--- config.mk ---
export PLATFORM = sky130hd
export DESIGN_NAME = btn_cmd_encoder_flat
export DESIGN_NICKNAME = d
export VERILOG_FILES = /design/src/rtl/btn_cmd_encoder_if.sv /design/src/rtl/btn_cmd_encoder.sv /design/src/flat_wrapper.sv
export SDC_FILE = /design/constraint.sdc
export NUM_CORES = 1
export LEC_CHECK = 0
export CORE_AREA = 2 2 66 68
export DETAILED_ROUTE_END_ITERATION = 6
export DIE_AREA = 0 0 68 70
export HOLD_SLACK_MARGIN = 0.12
export MAX_ROUTING_LAYER = met4
export PLACE_DENSITY_LB_ADDON = 0.08
export SYNTH_ARGS = -nofsm -noshare
export SYNTH_HDL_FRONTEND = slang
export SYNTH_SLANG_ARGS = --single-unit
--- constraint.sdc ---
create_clock -name clk -period 2.6 [get_ports clk]
set_clock_uncertainty 0.05 [all_clocks]
set_input_delay 0.52 -clock clk [delete_from_list [all_inputs] [get_ports clk]]
set_output_delay 0.52 -clock clk [all_outputs]
set_load 0.05 [all_outputs]
--- src/rtl/btn_cmd_encoder_if.sv ---
// Button and command bundle for btn_cmd_encoder.
// master drives raw buttons, slave drives the command outputs.
interface btn_cmd_encoder_if;
  logic btn_set;
  logic btn_clr;
  logic btn_tgl;
  logic B1;
  logic B2;
  logic cmd_valid;
  logic conflict;
  logic q_model;

  modport master (
    output btn_set,
    output btn_clr,
    output btn_tgl,
    input  B1,
    input  B2,
    input  cmd_valid,
    input  conflict,
    input  q_model
  );

  modport slave (
    input  btn_set,
    input  btn_clr,
    input  btn_tgl,
    output B1,
    output B2,
    output cmd_valid,
    output conflict,
    output q_model
  );
endinterface

--- src/rtl/btn_cmd_encoder.sv ---
// Raw set/clear/toggle buttons to a one-cycle B1/B2 command,
// with a reference model of the downstream flip-flop Q.
module btn_cmd_encoder #(
  parameter int DEBOUNCE_CYCLES = 4,
  parameter int CNT_W           = 8
) (
  input logic             clk,
  input logic             rst,
  btn_cmd_encoder_if.slave bus
);

  localparam logic [CNT_W-1:0] LAST = CNT_W'(DEBOUNCE_CYCLES - 1);

  // index 0 = set, 1 = clear, 2 = toggle
  logic [2:0]       raw;
  logic [2:0]       s1;
  logic [2:0]       s2;
  logic [2:0]       stable;
  logic [CNT_W-1:0] cnt [3];
  logic [2:0]       hit;
  logic [2:0]       press;

  logic [1:0] cmd;
  logic       valid;
  logic       confl;
  logic       q;

  logic [1:0] nxt_cmd;
  logic       nxt_valid;
  logic       nxt_confl;

  assign raw = {bus.btn_tgl, bus.btn_clr, bus.btn_set};

  // Debounce threshold reached this cycle; a 0->1 load is a press.
  always_comb begin
    for (int i = 0; i < 3; i++) begin
      hit[i]   = (s2[i] != stable[i]) && (cnt[i] == LAST);
      press[i] = hit[i] & s2[i];
    end
  end

  // Sync, debounce and level tracking for all three buttons.
  always_ff @(posedge clk) begin
    if (rst) begin
      s1     <= '0;
      s2     <= '0;
      stable <= '0;
      for (int i = 0; i < 3; i++) cnt[i] <= '0;
    end else begin
      s1 <= raw;
      s2 <= s1;
      for (int i = 0; i < 3; i++) begin
        if (s2[i] == stable[i]) begin
          cnt[i] <= '0;
        end else if (hit[i]) begin
          stable[i] <= s2[i];
          cnt[i]    <= '0;
        end else begin
          cnt[i] <= cnt[i] + 1'b1;
        end
      end
    end
  end

  // Set and clear beat toggle; set with clear is rejected.
  always_comb begin
    nxt_cmd   = 2'b00;
    nxt_valid = 1'b0;
    nxt_confl = 1'b0;
    unique case (1'b1)
      press[0] & press[1]: begin
        nxt_confl = 1'b1;
      end
      press[0] & ~press[1]: begin
        nxt_cmd   = 2'b11;
        nxt_valid = 1'b1;
      end
      press[1] & ~press[0]: begin
        nxt_cmd   = 2'b01;
        nxt_valid = 1'b1;
      end
      press[2] & ~press[0] & ~press[1]: begin
        nxt_cmd   = 2'b10;
        nxt_valid = 1'b1;
      end
      default: begin
        nxt_cmd = 2'b00;
      end
    endcase
  end

  // Register the command; q follows what the flop consumes.
  always_ff @(posedge clk) begin
    if (rst) begin
      cmd   <= 2'b00;
      valid <= 1'b0;
      confl <= 1'b0;
      q     <= 1'b0;
    end else begin
      cmd   <= nxt_cmd;
      valid <= nxt_valid;
      confl <= nxt_confl;
      unique case (cmd)
        2'b01:   q <= 1'b0;
        2'b10:   q <= ~q;
        2'b11:   q <= 1'b1;
        default: q <= q;
      endcase
    end
  end

  assign bus.B1        = cmd[1];
  assign bus.B2        = cmd[0];
  assign bus.cmd_valid = valid;
  assign bus.conflict  = confl;
  assign bus.q_model   = q;

endmodule
--- src/flat_wrapper.sv ---
// flat-port wrapper written by rule: the top's interface ports become plain ports
module btn_cmd_encoder_flat 
#(
  parameter int DEBOUNCE_CYCLES = 4,
  parameter int CNT_W           = 8
)
  (clk, rst, bus_btn_set, bus_btn_clr, bus_btn_tgl, bus_B1, bus_B2, bus_cmd_valid, bus_conflict, bus_q_model);
  btn_cmd_encoder_if bus_i ();
  input logic clk;
  input logic rst;
  input wire logic [$bits(bus_i.btn_set)-1:0] bus_btn_set;
  input wire logic [$bits(bus_i.btn_clr)-1:0] bus_btn_clr;
  input wire logic [$bits(bus_i.btn_tgl)-1:0] bus_btn_tgl;
  output wire logic [$bits(bus_i.B1)-1:0] bus_B1;
  output wire logic [$bits(bus_i.B2)-1:0] bus_B2;
  output wire logic [$bits(bus_i.cmd_valid)-1:0] bus_cmd_valid;
  output wire logic [$bits(bus_i.conflict)-1:0] bus_conflict;
  output wire logic [$bits(bus_i.q_model)-1:0] bus_q_model;
  assign bus_i.btn_set = bus_btn_set;
  assign bus_i.btn_clr = bus_btn_clr;
  assign bus_i.btn_tgl = bus_btn_tgl;
  assign bus_B1 = bus_i.B1;
  assign bus_B2 = bus_i.B2;
  assign bus_cmd_valid = bus_i.cmd_valid;
  assign bus_conflict = bus_i.conflict;
  assign bus_q_model = bus_i.q_model;
  btn_cmd_encoder #(.DEBOUNCE_CYCLES(DEBOUNCE_CYCLES), .CNT_W(CNT_W)) u_core (.clk(clk), .rst(rst), .bus(bus_i));
endmodule
# Word-level counts from Yosys, hierarchy flattened
# Memory sizes are Yosys's and may differ from the RTL's.
# Cells that the tools add are included.
[word_totals]
romBits = 0
memories = 1
latchBits = 0
ram_bits = 24
word_cells = 104
ff_bits = 14
input_bits = 5
[mem_list]
columns = ["name", "depth", "word_bits", "rd", "rd_clocked_by_memory_dff", "write_ports", "line_no", "text"]
rows = [
  ["u_core.cnt", 3, 8, 3, 0, 3, "btn_cmd_encoder.sv:19", "logic [CNT_W-1:0] cnt [3];"],
]
[op_classes]
n_reduce_logical = 8
magnitude_cmp = 0
mux = 48
eq_ne = 12
add_sub_neg = 3
mul = 0
n_div = 0
bitwise = 23
n_shift = 0
[op_table]
columns = ["op", "count"]
rows = [
  ["2-to-1 mux 8 bit", 9],
  ["2-to-1 mux 1 bit", 37],
  ["adder 8 x 1 -> 8 bit, second input constant", 3],
  ["== test 8 x 2 -> 1 bit, second input constant", 3],
  ["OR 1 bit", 9],
  ["AND 1 bit", 8],
  ["inverter 1 bit", 6],
  ["one-hot mux 2 bit (3 select lines)", 1],
  ["AND reduction 2 bit", 3],
  ["== test 2 bit, second input constant", 2],
  ["== test 1 bit", 3],
  ["logical AND 1 bit", 3],
  ["!= test 1 bit", 3],
  ["one-hot mux 1 bit (3 select lines)", 1],
  ["nonzero test 3 bit", 1],
  ["OR reduction 3 bit", 1],
  ["== test 2 x 1 -> 1 bit, second input constant", 1],
]

# Logic depth before layout (Yosys ltp)
[logic_depth]
ltp_word = 8
ltp_mapped = 6

# Worst setup path after synthesis
# No wires, ideal clock.
[synth_timing]
path_kind = "register -> register"
from = "mem u_core.cnt[1][0]"
to = "reg u_core.valid (netlist: u_core.bus.cmd_valid)"
arrival_time_ps = 1923
slack_ps = 498
required_time_ps = 2421
path_stages_with_launch = 7
n_path_buf = 0
path_cell_list = "edfxtp_1 -> ha_1 -> nor4b_1 -> nand4b_1 -> ha_1 -> o41ai_1 -> a31oi_1"
[synth_rtl]
columns = ["element", "line_no", "text"]
rows = [
  ["start: declaration", "btn_cmd_encoder.sv:19", ""],
  ["end signal: assignment", "btn_cmd_encoder.sv:101", "valid <= nxt_valid;"],
  ["end: declaration", "btn_cmd_encoder.sv:24", "logic valid;"],
]

==> impl_results.md <==
* Simple-gate area share of the yosys netlist at 20.2%
* # setup viols final at 0
* Vias after detailed routing at 1,235
* First DRT Iteration DRCs at 49
* Met1 usage in global routing at 17.1%
* Endpoint kind of the worst setup timing path: register
* Die width at 68 um
* Kind of path behind the tightest hold check: reg -> reg
* Master cell of the clock root buffer: clkbuf_8
* Worst slew slack as a fraction of its limit at 54.5%
* Routed wire length at 2770 um
* Remaining antenna violation count at 0
* First-pass detailed-route iteration total at 4
* Effective utilization at floorplan at 42.4%
* Sequential share of power at 57.0%
* Netlist area before placement at 1760 um^2
* Slew at the pin with the worst max-slew slack at 673 ps
* Fraction of synthesized area in multiplexers at 0%
* Proportion of layout cells with a drive suffix above 1 at 6.86%
* Post-Syn Instances at 163
* Power Dens Cells at 564 nW/um^2
* Predominant post-synthesis flop cell: edfxtp_1
* Cell depth of the worst flop-to-flop path at 6
* Inserted Diodes at 0
* Number of antenna violations at the first check in global routing at 0
* Nets at 213
* Kind of cell adding the most delay to the critical path: simple AND/OR/NAND/NOR gates
* Most repeated cell in the gate-level netlist after synthesis: edfxtp_1
* Total Die Area at 4760 um^2
* Synth cell types at 26
* Floorplan core area at 4140 um^2
* Area Growth Syn to Fin at 20.6%
* Leading post-synthesis cells by cell area: edfxtp_1 (41%), dfxtp_1 (16%), or3_1 (3.9%), nand3_1 (3.7%), nor2_1 (3.6%)
* PostCTS Resize Cnt at 0
* Unrepaired setup endpoints after global routing: no
* Number of inserted filler cells in the final layout at 381
* Highest-utilization routing layer at the global route stage: met2
* Status: complete, no violations
* Pin count of the biggest net entering global routing at 12
* Worst EP arrival at 2290 ps
* Routed WL per cell at 10.8 um
* RR Endpoint: u_core.bus.cmd_valid
* Achievable Freq at 458 MHz
* Endpoint, Worst Hold: u_core.s2[2]
* Critical Path Max Stage Delay at 410 ps
* Post-synthesis average cell area at 10.8 um^2
* Critical hold path startpoint: u_core.s1[2]
* Number of flip-flops and latches in the synthesized netlist at 38
* Top cells by instance count after synthesis: edfxtp_1 (24), nor2_1 (17), dfxtp_1 (14)
* Crit path kind: reg -> reg
* Switching portion of total power at 20.3%
* Synth warn at 0
* Worst vdd rail ir drop at 0.000259 V
* Sequential cell area at 1000 um^2
* Number of global-route vias before repair at 1,167
* Number of hold violations in the final report at 0
* PnR Total Power at 1.20 mW
* # H-tree levels at 2
* Share of the synthesized area in compound gates (AO/OA/AOI/OAI) at 10.5%
* CP max FO at 5
* Async S/R FF share, synth at 0%
* Ordered cell list for the critical path: ha_1 > nor4b_1 > nand4b_1 > ha_1 > o41ai_1 > a31oi_1
* Number of port buffers at 9
* Portion of total power attributed to combinational logic at 4.5%
* Count of pins over their slew limit at 0
* GPL Wtd Cong at 0.806
* Fin Hold WS at 387 ps
* GR Util All Layers at 14.4%
* Reg2reg start: u_core.cnt[1][0]
* Portion of the clock cycle consumed by the worst path in the final layout at 84.0%
* # Max-Cap Violations at 0
* Setup TNS at 0 ps
* TritonCTS Sinks at 38
* Combined buffer and inverter count along the critical path at 0
* Count of boundary I/O pins at 10
* Vias per Instance at 4.82
* Global-route met3 utilization at 3.86%
* Dominant combinational cell family by area after synthesis: simple AND/OR/NAND/NOR gates
* Design internal power at 953 uW
* Library cell appearing most often on the critical path: ha_1
* Worst R2R Setup Slack at 420 ps
* Hpwl dp at 2120 um
* Critical path startpoint category: register
* Area share of the largest cell type after synthesis at 41.0%
* Static power due to leakage at 0.769 nW
* CTS hold repair buffers at 0
* Leftover overflow at the end of global routing at 0
* Post-route minimum period at 2180 ps
* Worst-path clk slew at 70 ps
* Met2 Use GR at 22.5%
* Fraction of synthesized cell area in xor and xnor cells at 6.48%
* Maximum buffer depth of the clock tree at 2
* Area of the multi-input gates at 806 um^2
* Net switching power at 243 uW
* Number of setup buffers added after CTS at 0
* Die extent in y at 70 um
* Register area share after synthesis at 56.9%
* Cell depth of the worst hold path at 1
* DRC violation count after routing at 0
* Cell with the largest stage delay on the worst path: edfxtp_1
* Count of flip-flops with a built-in enable after synthesis at 24
* CTS tree: done
* CTS Buf Count at 5
* Worst-skew pair later-pin latency at 280 ps
* Cell Rows at 24
* Clock network fraction of design power at 38.5%
* Synthesized-area fraction occupied by adder cells at 3.56%
* Worst EP required at 2710 ps
* Post-synth top area cell: edfxtp_1
* Global-route wire length before repair at 5060 um
==> cell type report <==
type | count | share of cell area (%)
Sequential cell | 38 | 47.2
Multi-Input combinational cell | 138 | 38.0
Clock buffer | 8 | 5.19
Timing Repair Buffer | 11 | 4.96
Tap cell | 52 | 3.07
Inverter | 9 | 1.59
==> power groups by stage <==
| stage | registers (mW) | clock network (mW) | logic [mW] |
|---|---|---|---|
| global placement | 0.695 | 0 | 0.0528 |
| global route | 0.685 | 0.506 | 0.0641 |
| detailed placement | 0.695 | 0 | 0.0539 |
| CTS | 0.681 | 0.482 | 0.0542 |
| floorplan | 0.690 | 0 | 0.0388 |
| finish | 0.682 | 0.460 | 0.0543 |
==> routing by layer <==
metal / routed length (um) / up-vias
li1: - / 650
met1: 1270 / 569
met2: 1380 / 11
met3: 65 / 5
met4: 51 / 0
met5: 0 / -
==> registers in the layout, summed over array words and instances (netlist names) <==
signal and count:
u_core.cnt 24, u_core.s1 3, u_core.s2 3, u_core.stable 3, u_core.cmd 2, u_core.bus.cmd_valid 1
u_core.bus.conflict 1, u_core.bus.q_model 1
==> worst max-delay path by stage <==
stage | start | to | cells after the start
CTS | u_core.cnt[1][0] | u_core.bus.cmd_valid | 6
detailed placement | u_core.cnt[1][0] | u_core.bus.cmd_valid | 6
global route | u_core.cnt[1][0] | u_core.bus.cmd_valid | 6
floorplan | u_core.cnt[1][0] | u_core.bus.cmd_valid | 6
global placement | u_core.cnt[1][0] | u_core.bus.cmd_valid | 6
finish | u_core.cnt[1][0] | u_core.bus.cmd_valid | 6
==> cells by family (layout without fill, tap and decap cells) <==
family,Yosys count,count (layout)
adder cells (fa/ha/maj),5,5
AND/OR/NAND/NOR,66,66
other,1,24
AO/OA/AOI/OAI,30,30
XOR/XNOR,13,13
buffers and inverters,10,28
flip-flops,38,38
==> cells in the final DEF (no fill, tap or decap), types with 6 or more instances in the layout <==
| cell | n |
|---|---|
| clkdlybuf4s50_1 | 9 |
| xnor2_1 | 6 |
| inv_1 | 9 |
| xor2_1 | 7 |
| conb_1 | 24 |
| edfxtp_1 | 24 |
| or3_1 | 11 |
| nor2b_1 | 8 |
| dfxtp_1 | 14 |
| clkbuf_8 | 8 |
| nand3_1 | 13 |
| o21ai_0 | 10 |
| nor2_1 | 17 |
| a21oi_1 | 12 |
==> per-stage QoR <==
step / cell area, um^2 / instances / util, % / worst slack [ps]
finish: 2120 / 256 / 51.2 / 417
global route: 2120 / 256 / 51.2 / 238
CTS: 2120 / 256 / 51.2 / 415
detailed placement: 2010 / 248 / 48.5 / 414
global placement: 2010 / 248 / 48.5 / 522
floorplan: 1840 / 186 / - / 498
Note: power is estimated with default switching activity, not from simulation.
